$ cat config.mk
export PLATFORM = sky130hd
export DESIGN_NAME = dcache_event_monitor_flat
export DESIGN_NICKNAME = d
export VERILOG_FILES = /design/src/rtl/dcache_event_monitor_if.sv /design/src/rtl/dcache_event_monitor.sv /design/src/flat_wrapper.sv
export SDC_FILE = /design/constraint.sdc
export NUM_CORES = 2
export LEC_CHECK = 0
export BUFFER_PORTS_ARGS = -buffer_cell sky130_fd_sc_hd__buf_2
export CAP_MARGIN = 25
export CORE_MARGIN = 2
export CORE_UTILIZATION = 38
export CTS_CLUSTER_SIZE = 25
export DETAILED_ROUTE_END_ITERATION = 6
export PLACE_DENSITY = 0.58
export SLEW_MARGIN = 20
export SYNTH_ARGS = -nofsm -noshare
export SYNTH_HDL_FRONTEND = slang
export SYNTH_SLANG_ARGS = --single-unit
$ cat constraint.sdc
create_clock -name clk_i -period 7.43 [get_ports clk_i]
set_input_delay 0.3715 -clock clk_i [delete_from_list [all_inputs] [get_ports clk_i]]
set_output_delay 0.3715 -clock clk_i [all_outputs]
set_load 0.01 [all_outputs]
$ cat src/rtl/dcache_event_monitor_if.sv
`default_nettype none
// ============================================================================
//  Module   : dcache_event_monitor_if
//  Purpose  : Bundles the data-cache CPU-side tap signals and the trace-record
//             valid/ready stream of dcache_event_monitor.
//  Modports : master - the monitor (samples taps and ready, drives trace_*)
//             slave  - the surrounding system / trace consumer
//  Signals  : stall_i, idle_i, dirty_i, mem_read_i, mem_write_i, addr_i,
//             wdata_i, rdata_i (taps); trace_valid_o, trace_ready_i,
//             trace_ts_o, trace_kind_o, trace_wb_o, trace_addr_o,
//             trace_data_o (trace stream)
//  Revision : 1.0 - initial release
// ============================================================================
interface dcache_event_monitor_if #(
    parameter int ADDR_W = 32,
    parameter int DATA_W = 32,
    parameter int TS_W   = 32
);
    // cache tap
    logic              stall_i;
    logic              idle_i;
    logic              dirty_i;
    logic              mem_read_i;
    logic              mem_write_i;
    logic [ADDR_W-1:0] addr_i;
    logic [DATA_W-1:0] wdata_i;
    logic [DATA_W-1:0] rdata_i;

    // trace stream
    logic              trace_valid_o;
    logic              trace_ready_i;
    logic [TS_W-1:0]   trace_ts_o;
    logic [1:0]        trace_kind_o;
    logic              trace_wb_o;
    logic [ADDR_W-1:0] trace_addr_o;
    logic [DATA_W-1:0] trace_data_o;

    modport master (
        input  stall_i, idle_i, dirty_i, mem_read_i, mem_write_i,
               addr_i, wdata_i, rdata_i, trace_ready_i,
        output trace_valid_o, trace_ts_o, trace_kind_o, trace_wb_o,
               trace_addr_o, trace_data_o
    );

    modport slave (
        output stall_i, idle_i, dirty_i, mem_read_i, mem_write_i,
               addr_i, wdata_i, rdata_i, trace_ready_i,
        input  trace_valid_o, trace_ts_o, trace_kind_o, trace_wb_o,
               trace_addr_o, trace_data_o
    );
endinterface
`default_nettype wire

$ cat src/rtl/dcache_event_monitor.sv
`default_nettype none
// ============================================================================
//  Module   : dcache_event_monitor
//  Purpose  : Passive monitor of the data-cache CPU-side port. Classifies each
//             access as read/write hit/miss, flags dirty write-backs, keeps
//             saturating per-class counters, timestamps every event and queues
//             the records in a first-word-fall-through trace FIFO.
//  Ports    : clk_i, rst_i (sync, active low), enable_i, clear_i,
//             bus (taps + trace stream, master modport),
//             rd_hit_cnt_o, rd_miss_cnt_o, wr_hit_cnt_o, wr_miss_cnt_o,
//             wb_cnt_o, drop_cnt_o (event counters), level_o (FIFO occupancy)
//  Revision : 1.0 - initial release
// ============================================================================
module dcache_event_monitor #(
    parameter int ADDR_W = 32,
    parameter int DATA_W = 32,
    parameter int TS_W   = 32,
    parameter int CNT_W  = 32,
    parameter int DEPTH  = 16
) (
    input  wire logic                     clk_i,
    input  wire logic                     rst_i,
    input  wire logic                     enable_i,
    input  wire logic                     clear_i,
    dcache_event_monitor_if.master        bus,
    output logic [CNT_W-1:0]              rd_hit_cnt_o,
    output logic [CNT_W-1:0]              rd_miss_cnt_o,
    output logic [CNT_W-1:0]              wr_hit_cnt_o,
    output logic [CNT_W-1:0]              wr_miss_cnt_o,
    output logic [CNT_W-1:0]              wb_cnt_o,
    output logic [CNT_W-1:0]              drop_cnt_o,
    output logic [$clog2(DEPTH):0]        level_o
);

    localparam int c_ptr_w = $clog2(DEPTH);
    localparam int c_lvl_w = c_ptr_w + 1;
    // record layout: {ts, kind, wb, addr, data}
    localparam int c_rec_w = TS_W + 3 + ADDR_W + DATA_W;
    localparam logic [c_lvl_w-1:0] c_full = c_lvl_w'(DEPTH);

    typedef enum logic [0:0] {
        ST_IDLE = 1'b0,
        ST_MISS = 1'b1
    } state_t;

    function automatic logic [CNT_W-1:0] sat_inc(input logic [CNT_W-1:0] v,
                                                 input logic             en);
        return (en && (v != '1)) ? v + CNT_W'(1) : v;
    endfunction

    // ------------------------------------------------------------------
    // State
    // ------------------------------------------------------------------
    state_t              state_q,  state_d;
    logic [TS_W-1:0]     ts_q,     ts_d;
    logic [TS_W-1:0]     p_ts_q,   p_ts_d;
    logic [ADDR_W-1:0]   p_addr_q, p_addr_d;
    logic [1:0]          p_kind_q, p_kind_d;
    logic                p_wb_q,   p_wb_d;
    logic [DATA_W-1:0]   p_data_q, p_data_d;

    logic [c_rec_w-1:0]  mem_q [DEPTH];
    logic [c_rec_w-1:0]  mem_d [DEPTH];
    logic [c_ptr_w-1:0]  wr_ptr_q, wr_ptr_d;
    logic [c_ptr_w-1:0]  rd_ptr_q, rd_ptr_d;
    logic [c_lvl_w-1:0]  level_q,  level_d;

    logic [CNT_W-1:0]    rd_hit_q,  rd_hit_d;
    logic [CNT_W-1:0]    rd_miss_q, rd_miss_d;
    logic [CNT_W-1:0]    wr_hit_q,  wr_hit_d;
    logic [CNT_W-1:0]    wr_miss_q, wr_miss_d;
    logic [CNT_W-1:0]    wb_q,      wb_d;
    logic [CNT_W-1:0]    drop_q,    drop_d;

    // ------------------------------------------------------------------
    // Event classification
    // ------------------------------------------------------------------
    logic                w_access;
    logic                w_hit;
    logic                w_miss_start;
    logic                w_miss_end;
    logic                w_push;
    logic [c_rec_w-1:0]  w_rec;
    logic                w_pop;
    logic                w_full;
    logic                w_accept;
    logic                w_drop;

    always_comb begin : p_classify
        w_access     = bus.mem_read_i | bus.mem_write_i;
        w_hit        = enable_i & w_access & ~bus.stall_i & (state_q == ST_IDLE);
        w_miss_start = enable_i & w_access &  bus.stall_i & bus.idle_i
                     & (state_q == ST_IDLE);
        // The completing cycle of a miss pushes the latched record only;
        // it is never also counted as a hit because w_hit needs ST_IDLE.
        w_miss_end   = enable_i & (state_q == ST_MISS) & ~bus.stall_i;
        w_push       = w_hit | w_miss_end;

        if (w_miss_end) begin
            // read misses report the data returned on the release cycle
            w_rec = {p_ts_q, p_kind_q, p_wb_q, p_addr_q,
                     p_kind_q[1] ? p_data_q : bus.rdata_i};
        end else begin
            w_rec = {ts_q, bus.mem_write_i, 1'b0, 1'b0, bus.addr_i,
                     bus.mem_write_i ? bus.wdata_i : bus.rdata_i};
        end

        w_pop    = (level_q != '0) & bus.trace_ready_i;
        w_full   = (level_q == c_full);
        // a pop in the same cycle frees the slot the push needs
        w_accept = w_push & (~w_full | w_pop);
        w_drop   = w_push &  w_full & ~w_pop;
    end

    // ------------------------------------------------------------------
    // Miss tracking FSM
    // ------------------------------------------------------------------
    always_comb begin : p_fsm
        state_d  = state_q;
        p_ts_d   = p_ts_q;
        p_addr_d = p_addr_q;
        p_kind_d = p_kind_q;
        p_wb_d   = p_wb_q;
        p_data_d = p_data_q;

        case (state_q)
            ST_IDLE: begin
                if (w_miss_start) begin
                    state_d  = ST_MISS;
                    p_ts_d   = ts_q;
                    p_addr_d = bus.addr_i;
                    p_kind_d = {bus.mem_write_i, 1'b1};
                    p_wb_d   = bus.dirty_i;
                    p_data_d = bus.wdata_i;
                end
            end
            ST_MISS: begin
                // disabling the monitor abandons the outstanding miss
                if (!enable_i || !bus.stall_i) begin
                    state_d = ST_IDLE;
                end
            end
            default: state_d = ST_IDLE;
        endcase

        if (clear_i) begin
            state_d  = ST_IDLE;
            p_ts_d   = '0;
            p_addr_d = '0;
            p_kind_d = '0;
            p_wb_d   = 1'b0;
            p_data_d = '0;
        end
    end

    // ------------------------------------------------------------------
    // Timestamp, counters, FIFO
    // ------------------------------------------------------------------
    always_comb begin : p_datapath
        ts_d      = enable_i ? ts_q + TS_W'(1) : ts_q;

        rd_hit_d  = sat_inc(rd_hit_q,  w_hit & ~bus.mem_write_i);
        wr_hit_d  = sat_inc(wr_hit_q,  w_hit &  bus.mem_write_i);
        rd_miss_d = sat_inc(rd_miss_q, w_miss_end & ~p_kind_q[1]);
        wr_miss_d = sat_inc(wr_miss_q, w_miss_end &  p_kind_q[1]);
        wb_d      = sat_inc(wb_q,      w_miss_end &  p_wb_q);
        drop_d    = sat_inc(drop_q,    w_drop);

        mem_d     = mem_q;
        if (w_accept) begin
            mem_d[wr_ptr_q] = w_rec;
        end
        wr_ptr_d  = w_accept ? wr_ptr_q + c_ptr_w'(1) : wr_ptr_q;
        rd_ptr_d  = w_pop    ? rd_ptr_q + c_ptr_w'(1) : rd_ptr_q;

        level_d   = level_q;
        if (w_accept && !w_pop) begin
            level_d = level_q + c_lvl_w'(1);
        end else if (!w_accept && w_pop) begin
            level_d = level_q - c_lvl_w'(1);
        end

        if (clear_i) begin
            ts_d      = '0;
            rd_hit_d  = '0;
            wr_hit_d  = '0;
            rd_miss_d = '0;
            wr_miss_d = '0;
            wb_d      = '0;
            drop_d    = '0;
            mem_d     = '{default: '0};
            wr_ptr_d  = '0;
            rd_ptr_d  = '0;
            level_d   = '0;
        end
    end

    always_ff @(posedge clk_i) begin : p_regs
        if (!rst_i) begin
            state_q   <= ST_IDLE;
            ts_q      <= '0;
            p_ts_q    <= '0;
            p_addr_q  <= '0;
            p_kind_q  <= '0;
            p_wb_q    <= 1'b0;
            p_data_q  <= '0;
            mem_q     <= '{default: '0};
            wr_ptr_q  <= '0;
            rd_ptr_q  <= '0;
            level_q   <= '0;
            rd_hit_q  <= '0;
            rd_miss_q <= '0;
            wr_hit_q  <= '0;
            wr_miss_q <= '0;
            wb_q      <= '0;
            drop_q    <= '0;
        end else begin
            state_q   <= state_d;
            ts_q      <= ts_d;
            p_ts_q    <= p_ts_d;
            p_addr_q  <= p_addr_d;
            p_kind_q  <= p_kind_d;
            p_wb_q    <= p_wb_d;
            p_data_q  <= p_data_d;
            mem_q     <= mem_d;
            wr_ptr_q  <= wr_ptr_d;
            rd_ptr_q  <= rd_ptr_d;
            level_q   <= level_d;
            rd_hit_q  <= rd_hit_d;
            rd_miss_q <= rd_miss_d;
            wr_hit_q  <= wr_hit_d;
            wr_miss_q <= wr_miss_d;
            wb_q      <= wb_d;
            drop_q    <= drop_d;
        end
    end

    // ------------------------------------------------------------------
    // Outputs: FIFO head falls through directly from storage
    // ------------------------------------------------------------------
    assign bus.trace_valid_o = (level_q != '0);
    assign {bus.trace_ts_o, bus.trace_kind_o, bus.trace_wb_o,
            bus.trace_addr_o, bus.trace_data_o} = mem_q[rd_ptr_q];

    assign rd_hit_cnt_o  = rd_hit_q;
    assign rd_miss_cnt_o = rd_miss_q;
    assign wr_hit_cnt_o  = wr_hit_q;
    assign wr_miss_cnt_o = wr_miss_q;
    assign wb_cnt_o      = wb_q;
    assign drop_cnt_o    = drop_q;
    assign level_o       = level_q;

endmodule
`default_nettype wire

$ cat src/flat_wrapper.sv
// flat-port wrapper written by rule: the top's interface ports become plain ports
module dcache_event_monitor_flat 
#(
    parameter int ADDR_W = 32,
    parameter int DATA_W = 32,
    parameter int TS_W   = 32,
    parameter int CNT_W  = 32,
    parameter int DEPTH  = 16
)
  (clk_i, rst_i, enable_i, clear_i, rd_hit_cnt_o, rd_miss_cnt_o, wr_hit_cnt_o, wr_miss_cnt_o, wb_cnt_o, drop_cnt_o, level_o, bus_stall_i, bus_idle_i, bus_dirty_i, bus_mem_read_i, bus_mem_write_i, bus_addr_i, bus_wdata_i, bus_rdata_i, bus_trace_ready_i, bus_trace_valid_o, bus_trace_ts_o, bus_trace_kind_o, bus_trace_wb_o, bus_trace_addr_o, bus_trace_data_o);
  dcache_event_monitor_if #(.ADDR_W(ADDR_W), .DATA_W(DATA_W), .TS_W(TS_W)) bus_i ();
  input  wire logic clk_i;
  input  wire logic rst_i;
  input  wire logic enable_i;
  input  wire logic clear_i;
  output logic [CNT_W-1:0] rd_hit_cnt_o;
  output logic [CNT_W-1:0] rd_miss_cnt_o;
  output logic [CNT_W-1:0] wr_hit_cnt_o;
  output logic [CNT_W-1:0] wr_miss_cnt_o;
  output logic [CNT_W-1:0] wb_cnt_o;
  output logic [CNT_W-1:0] drop_cnt_o;
  output logic [$clog2(DEPTH):0] level_o;
  input wire logic [$bits(bus_i.stall_i)-1:0] bus_stall_i;
  input wire logic [$bits(bus_i.idle_i)-1:0] bus_idle_i;
  input wire logic [$bits(bus_i.dirty_i)-1:0] bus_dirty_i;
  input wire logic [$bits(bus_i.mem_read_i)-1:0] bus_mem_read_i;
  input wire logic [$bits(bus_i.mem_write_i)-1:0] bus_mem_write_i;
  input wire logic [$bits(bus_i.addr_i)-1:0] bus_addr_i;
  input wire logic [$bits(bus_i.wdata_i)-1:0] bus_wdata_i;
  input wire logic [$bits(bus_i.rdata_i)-1:0] bus_rdata_i;
  input wire logic [$bits(bus_i.trace_ready_i)-1:0] bus_trace_ready_i;
  output wire logic [$bits(bus_i.trace_valid_o)-1:0] bus_trace_valid_o;
  output wire logic [$bits(bus_i.trace_ts_o)-1:0] bus_trace_ts_o;
  output wire logic [$bits(bus_i.trace_kind_o)-1:0] bus_trace_kind_o;
  output wire logic [$bits(bus_i.trace_wb_o)-1:0] bus_trace_wb_o;
  output wire logic [$bits(bus_i.trace_addr_o)-1:0] bus_trace_addr_o;
  output wire logic [$bits(bus_i.trace_data_o)-1:0] bus_trace_data_o;
  assign bus_i.stall_i = bus_stall_i;
  assign bus_i.idle_i = bus_idle_i;
  assign bus_i.dirty_i = bus_dirty_i;
  assign bus_i.mem_read_i = bus_mem_read_i;
  assign bus_i.mem_write_i = bus_mem_write_i;
  assign bus_i.addr_i = bus_addr_i;
  assign bus_i.wdata_i = bus_wdata_i;
  assign bus_i.rdata_i = bus_rdata_i;
  assign bus_i.trace_ready_i = bus_trace_ready_i;
  assign bus_trace_valid_o = bus_i.trace_valid_o;
  assign bus_trace_ts_o = bus_i.trace_ts_o;
  assign bus_trace_kind_o = bus_i.trace_kind_o;
  assign bus_trace_wb_o = bus_i.trace_wb_o;
  assign bus_trace_addr_o = bus_i.trace_addr_o;
  assign bus_trace_data_o = bus_i.trace_data_o;
  dcache_event_monitor #(.ADDR_W(ADDR_W), .DATA_W(DATA_W), .TS_W(TS_W), .CNT_W(CNT_W), .DEPTH(DEPTH)) u_core (.clk_i(clk_i), .rst_i(rst_i), .enable_i(enable_i), .clear_i(clear_i), .bus(bus_i), .rd_hit_cnt_o(rd_hit_cnt_o), .rd_miss_cnt_o(rd_miss_cnt_o), .wr_hit_cnt_o(wr_hit_cnt_o), .wr_miss_cnt_o(wr_miss_cnt_o), .wb_cnt_o(wb_cnt_o), .drop_cnt_o(drop_cnt_o), .level_o(level_o));
endmodule
== After elaboration in Yosys (flattened, before gate mapping) ==
Index checks and enable logic that the tools add are counted.
Operators by class
  $add $sub $neg: 11
  multiply operators: 0
  divide/modulo/power cells: 0
  magnitude comparators: 3
  equal/unequal tests: 7
  shift operators: 0
  muxes and demuxes: 14
  bitwise operators: 29
  reductions and logical operators: 18
Operators with widths (number)
  1584-bit bitwise mux: 1
  99-bit binary-select mux with 4-bit select: 1
  99-bit demux with 4-bit select: 1
  99-bit two-way mux: 4
  32-bit by 1-bit adder with 32-bit output (second input constant): 7
  32-bit inequality test (second input constant): 6
  32-bit two-way mux: 2
  1-bit AND: 17
  5-bit >= comparator (second input constant): 2
  5-bit two-way mux: 2
  4-bit NOT with 5-bit output: 2
  1-bit logical AND: 9
  4-bit by 1-bit adder with 4-bit output (second input constant): 2
  1-bit NOT: 7
  5-bit by 1-bit adder with 5-bit output (second input constant): 1
  5-bit equality test (second input constant): 1
  5-bit by 1-bit less-than comparator with 1-bit output (second input constant): 1
  5-bit nonzero test: 1
  5-bit by 1-bit subtractor with 5-bit output (second input constant): 1
  1-bit logical NOT: 4
  1-bit OR: 3
  1-bit two-way mux: 2
  1-bit case mux with 2 select lines: 1
  2-bit AND reduction: 1
  other kinds (3): 3
Storage, ports and cells
  register bits: 1921
  bits in latches: 0
  RAM bits: 0
  bits in read-only memories: 0
  input port bits: 106
  output and inout bits: 297
  logic and storage cells: 114
  memories kept: 0

== Logic depth before layout (Yosys ltp) ==
  depth after elaboration: 10
  gate-level depth with buffers: 12
  depth with buffers taken out: 11

== Worst setup path after synthesis ==
OpenSTA, ideal clock, no wires.
  path kind: register to register
  from: reg u_core.level_q[0], in the netlist u_core.level_o[0]
  to: reg u_core.level_q[4], in the netlist u_core.level_o[4]
  setup time: 0.070 ns
  data arrival time: 2.862 ns
  data required time: 7.360 ns
  slack: 4.497 ns
  stages on the path, launching flop included: 12
  buffers on the path: 1
  period minus slack after synthesis: 2.933 ns
  path through: dfxtp_1 > or4_4 > o311a_1 > buf_2 > ha_1 > inv_1 > ha_1 > a21o_1 > a21oi_1 > xnor2_1 > or3_1 > a21oi_1
Between the ends
  longest elaborated chain between the ends: 7
  elaborated cells between the ends (all ways): 15
  classes of those cells: add/sub: 2; eq/ne: 1; mux: 2; bitwise: 4; reduce/logical: 6
Ends and longest elaborated chain
  start, declared: line dcache_event_monitor.sv:66  | logic [c_lvl_w-1:0] level_q, level_d;
  start signal, assigned: line dcache_event_monitor.sv:228  | level_q <= level_d;
  5-bit nonzero test or 5-bit equality test (tied branches): line dcache_event_monitor.sv:108, dcache_event_monitor.sv:109
  1-bit AND or 1-bit NOT (tied branches): line dcache_event_monitor.sv:108, dcache_event_monitor.sv:111
  1-bit OR *: line dcache_event_monitor.sv:111  | w_accept = w_push & (~w_full | w_pop);
  1-bit AND *: line dcache_event_monitor.sv:111
  net u_core.w_accept: line dcache_event_monitor.sv:86  | logic w_accept;
  1-bit logical NOT: line dcache_event_monitor.sv:179  | end else if (!w_accept && w_pop) begin
  1-bit logical AND: line dcache_event_monitor.sv:179
  2-bit nonzero test (no line)
Mark *: on every way through the listed nets, which the timed path passes. The rest lies on a longest branch. The select of a mux whose other input is x is not followed.
A chain may end at the register's enable or synchronous reset.

== Worst setup path after layout ==
  from: reg u_core.rd_ptr_q[0]
  to: out bus_trace_ts_o[18]
Between the ends
  longest elaborated chain between the ends: 4
Ends and longest elaborated chain
  start, declared: line dcache_event_monitor.sv:65  | logic [c_ptr_w-1:0] rd_ptr_q, rd_ptr_d;
  start signal, assigned: line dcache_event_monitor.sv:227  | rd_ptr_q <= rd_ptr_d;
  4-bit NOT with 5-bit output (implied by the code): line dcache_event_monitor.sv:243  | bus.trace_addr_o, bus.trace_data_o} = mem_q[rd_ptr_q];
  99-bit binary-select mux with 4-bit select: line dcache_event_monitor.sv:243
  99-bit two-way mux (implied by the code) (2 in series): line dcache_event_monitor.sv:243
  end, declared: line flat_wrapper.sv:33  | output wire logic [$bits(bus_i.trace_ts_o)-1:0] bus_trace_ts_o;
Every way passes these cells. The select of a mux whose other input is x is not followed.

==> out/results.ini <==
[run]
timing.max_cap.violations = 0

[setup_path]
worstSetupPathType = flop to primary output
critPathArrivalTime_ns = 4.08
reg2reg_depth = 6
reg2reg_to = u_core.mem_q[332]
cp_slowest_stage_delay_ns = 0.71
reg2reg_from = u_core.state_q
critPathLaunchType = flop
critPathMaxFanout = 98
slowest_stage = dfxtp_4
r2r_slack_ns = 3.73
timing.critical_path.required_ns = 7.06
cp-end-kind = primary output
path_cells = buf_12 -> buf_12 -> mux4_2 -> mux4_2 -> buf_2

[global_route]
grt_pass1_wl_um = 363000
grt_pass1_vias = 59700
grt_util_all_layers_pct = 21.2
grt_overflow = 0
grt_max_degree = 223
antenna_found_initial = 13

[sta]
fin_hold_ws_ns = 0.0830
totalNegativeSetupSlack_ns = 0
period_share_pct = 60.0
max_freq_ghz = 0.224
skew_ns = 0.0632
slew_headroom_pct = 22.6
rsz0062_at_grt = false
final.min_clock_period_ns = 4.46
worst_pin_slew_ns = 1.16
finalMaxSlewViolations = 0
hold_viol = 0
setup_viol = 0
timing.final.ws_setup_ns = 2.97

[synthesis]
synth-seq-cells = 1921
syn_area_um2 = 80200
synth-compound-area-share_pct = 18.0
synth-edff-count = 0
synthTopCellsByArea = dfxtp_1, a211oi_1, mux4_2, nor2_1, clkbuf_1
yosys.area_share.simple_pct = 13.2
yosysSeqAreaShare_pct = 48.0
synth_area_per_cell_um2 = 9.99
muxShareOfSynthArea_pct = 15.5
yosysTopAreaCell = dfxtp_1
syn-num-nets = 8151
ys.flop_type = dfxtp_1
synth.distinct_cells = 60
ys_warn_count = 0
syn_inst = 8028
synthAdderAreaFrac_pct = 0.275
async_reset_ff_share_pct = 0
synthXorXnorAreaFrac_pct = 0.874
synth_top_area_share_pct = 48.0
synth_top_family_by_area = compound AO/OA/AOI/OAI gates

[clocking]
cts_sinks = 1921
cts_buffers = 203
cts_max_level = 4
cts_tree = done
cts_buffer_depth = 3
clock-root-buffer = clkbuf_16
clock_latency_ns = 0.86
clk_pin_slew_worst_paths_ns = 0.06

[placement]
dpl.hpwl_um = 133000
numPortBuffers = 402
gp_congestion = 0.803
place_area_um2 = 84200
dp.cells = 10500
pre_cts_slack_ns = 3.30

[die]
ios = 403
die_w_um = 463
core.rowCount = 168
core_um2 = 210000
initial_core_util_pct = 38.2
die_y_um = 463
die_area_um2 = 215000

[power_and_ir_drop]
finalPower_mw = 21.5
power_density_nw_per_um2 = 234
vdd_drop_max_mv = 0.239
static-leakage-power_nw = 28.7

[route]
vias_per_cell = 5.62
vias = 61700
wl_per_cell_um = 21.3
drt_iter0_markers = 4571
first_pass_iters = 7
wl_um = 234000
drc = 0
detail-route-antenna-nets = 0

[final_layout]
largest_reg_flops = 1584
area_growth_pct = 14.4
fin_area_um2 = 91800
drive_gt1_share_pct = 17.5
postLayoutCoreUtil_pct = 43.7
top_register = u_core.mem_q
fill_cells = 19900
fin_nets = 8126
final_cells = 11000

[hold_path]
min_path_type = input port to flop
worstHoldEndpoint = u_core.mem_q[991]
min_from = bus_rdata_i[1]
whs_path_depth = 4

[run_status]
run_status = completed

-- worst max-delay path, delay by kind of cell, from the launching register on --
| family | cells | cell delay, ns |
|---|---|---|
| buffers and inverters | 3 | 1.12 |
| DFF | 1 | 0.71 |
| muxes | 2 | 1.23 |
-- routing by layer --
layer	track usage (%)	routed length (µm)	part of all wire [%]
met5	0	7	0.0030
met4	6.39	5900	2.5
met3	3.01	11200	4.8
met2	34.9	112000	48
met1	29.0	106000	45
-- cell families after synthesis --
kind of cell / after synthesis
and+or+nand+nor: 2483
AOI/OAI and AO/OA: 2002
DFF: 1921
buffers and inverters: 904
muxes: 621
xor gates and xnor gates: 80
adders and majority gates: 17
-- Yosys cell counts (28+ instances only) --
cell      number
dfxtp_1     1921
nor2_1      1696
a211oi_1    1560
clkbuf_1     817
mux4_2       495
nand2_1      335
a21oi_1      226
mux2i_1      126
nand3_1       79
nand4_1       65
or3_1         60
xnor2_1       56
o21ai_0       55
or4_1         54
and4_1        42
and3_1        36
inv_1         36
buf_1         35
a22o_1        32
nor4_1        30
o31ai_1       30
nand2b_1      28
-- how the worst max path moves through the flow --
stage,to,from,slack [ns]
floorplan,u_core.level_o[4],u_core.level_o[0],4.50
global placement,u_core.mem_q[956],enable_i,3.41
detailed placement,u_core.mem_q[918],enable_i,3.30
CTS,bus_trace_ts_o[18],u_core.rd_ptr_q[0],2.72
global route,bus_trace_addr_o[23],u_core.rd_ptr_q[0],2.71
finish,bus_trace_ts_o[18],u_core.rd_ptr_q[0],2.97
-- cell usage in the layout (no fill, tap or decap), drive strengths merged, types with 7 or more instances in the layout --
cell         netlist  layout
a2111oi            8       8
a211oi          1560    1560
a21oi            226     226
a22o              32      32
a31o               7       7
a31oi             18      18
a41o               8       8
and2              13      13
and3              36      36
and4              42      42
buf               51     563
bufinv             0       7
clkbuf           817     306
clkinv             0      43
dfxtp           1921    1921
dlygate4sd3        0      75
ha                16      16
inv               36      46
mux2i            126     126
mux4             495     495
nand2            335     335
nand2b            28      28
nand3             79      79
nand4             65      65
nor2            1696    1696
nor3              17      17
nor4              30      30
o211ai            23      23
o21ai             56      56
o31ai             30      30
or3               60      60
or4               55      55
xnor2             56      56
xor2              24      24
-- power by group --
| part | switching [mW] | internal, mW | total [mW] |
|---|---|---|---|
| sequential | 0.0264 | 10.3 | 10.4 |
| combinational | 0.644 | 0.329 | 0.974 |
| clock | 4.33 | 5.80 | 10.1 |
-- cell type report --
cell class | instances | area [µm²] | area share (%)
diodes | 5 | 12.5 | 0.0136
well taps | 2805 | 3510 | 3.82
flip-flops and latches | 1921 | 38500 | 41.9
multi-input cells | 5203 | 38500 | 42.0
inverters | 36 | 135 | 0.147
repair buffers | 638 | 4460 | 4.86
clock inverters | 63 | 702 | 0.765
clock buffers | 306 | 5970 | 6.50
-- timing repair --
action	4_1_cts	5_1_grt
endpoints found under the hold margin	108	0
gates resized for setup	0	0
buffers inserted	0	0
hold buffers	75	0
No activity file was read; power rests on OpenSTA's default activity.
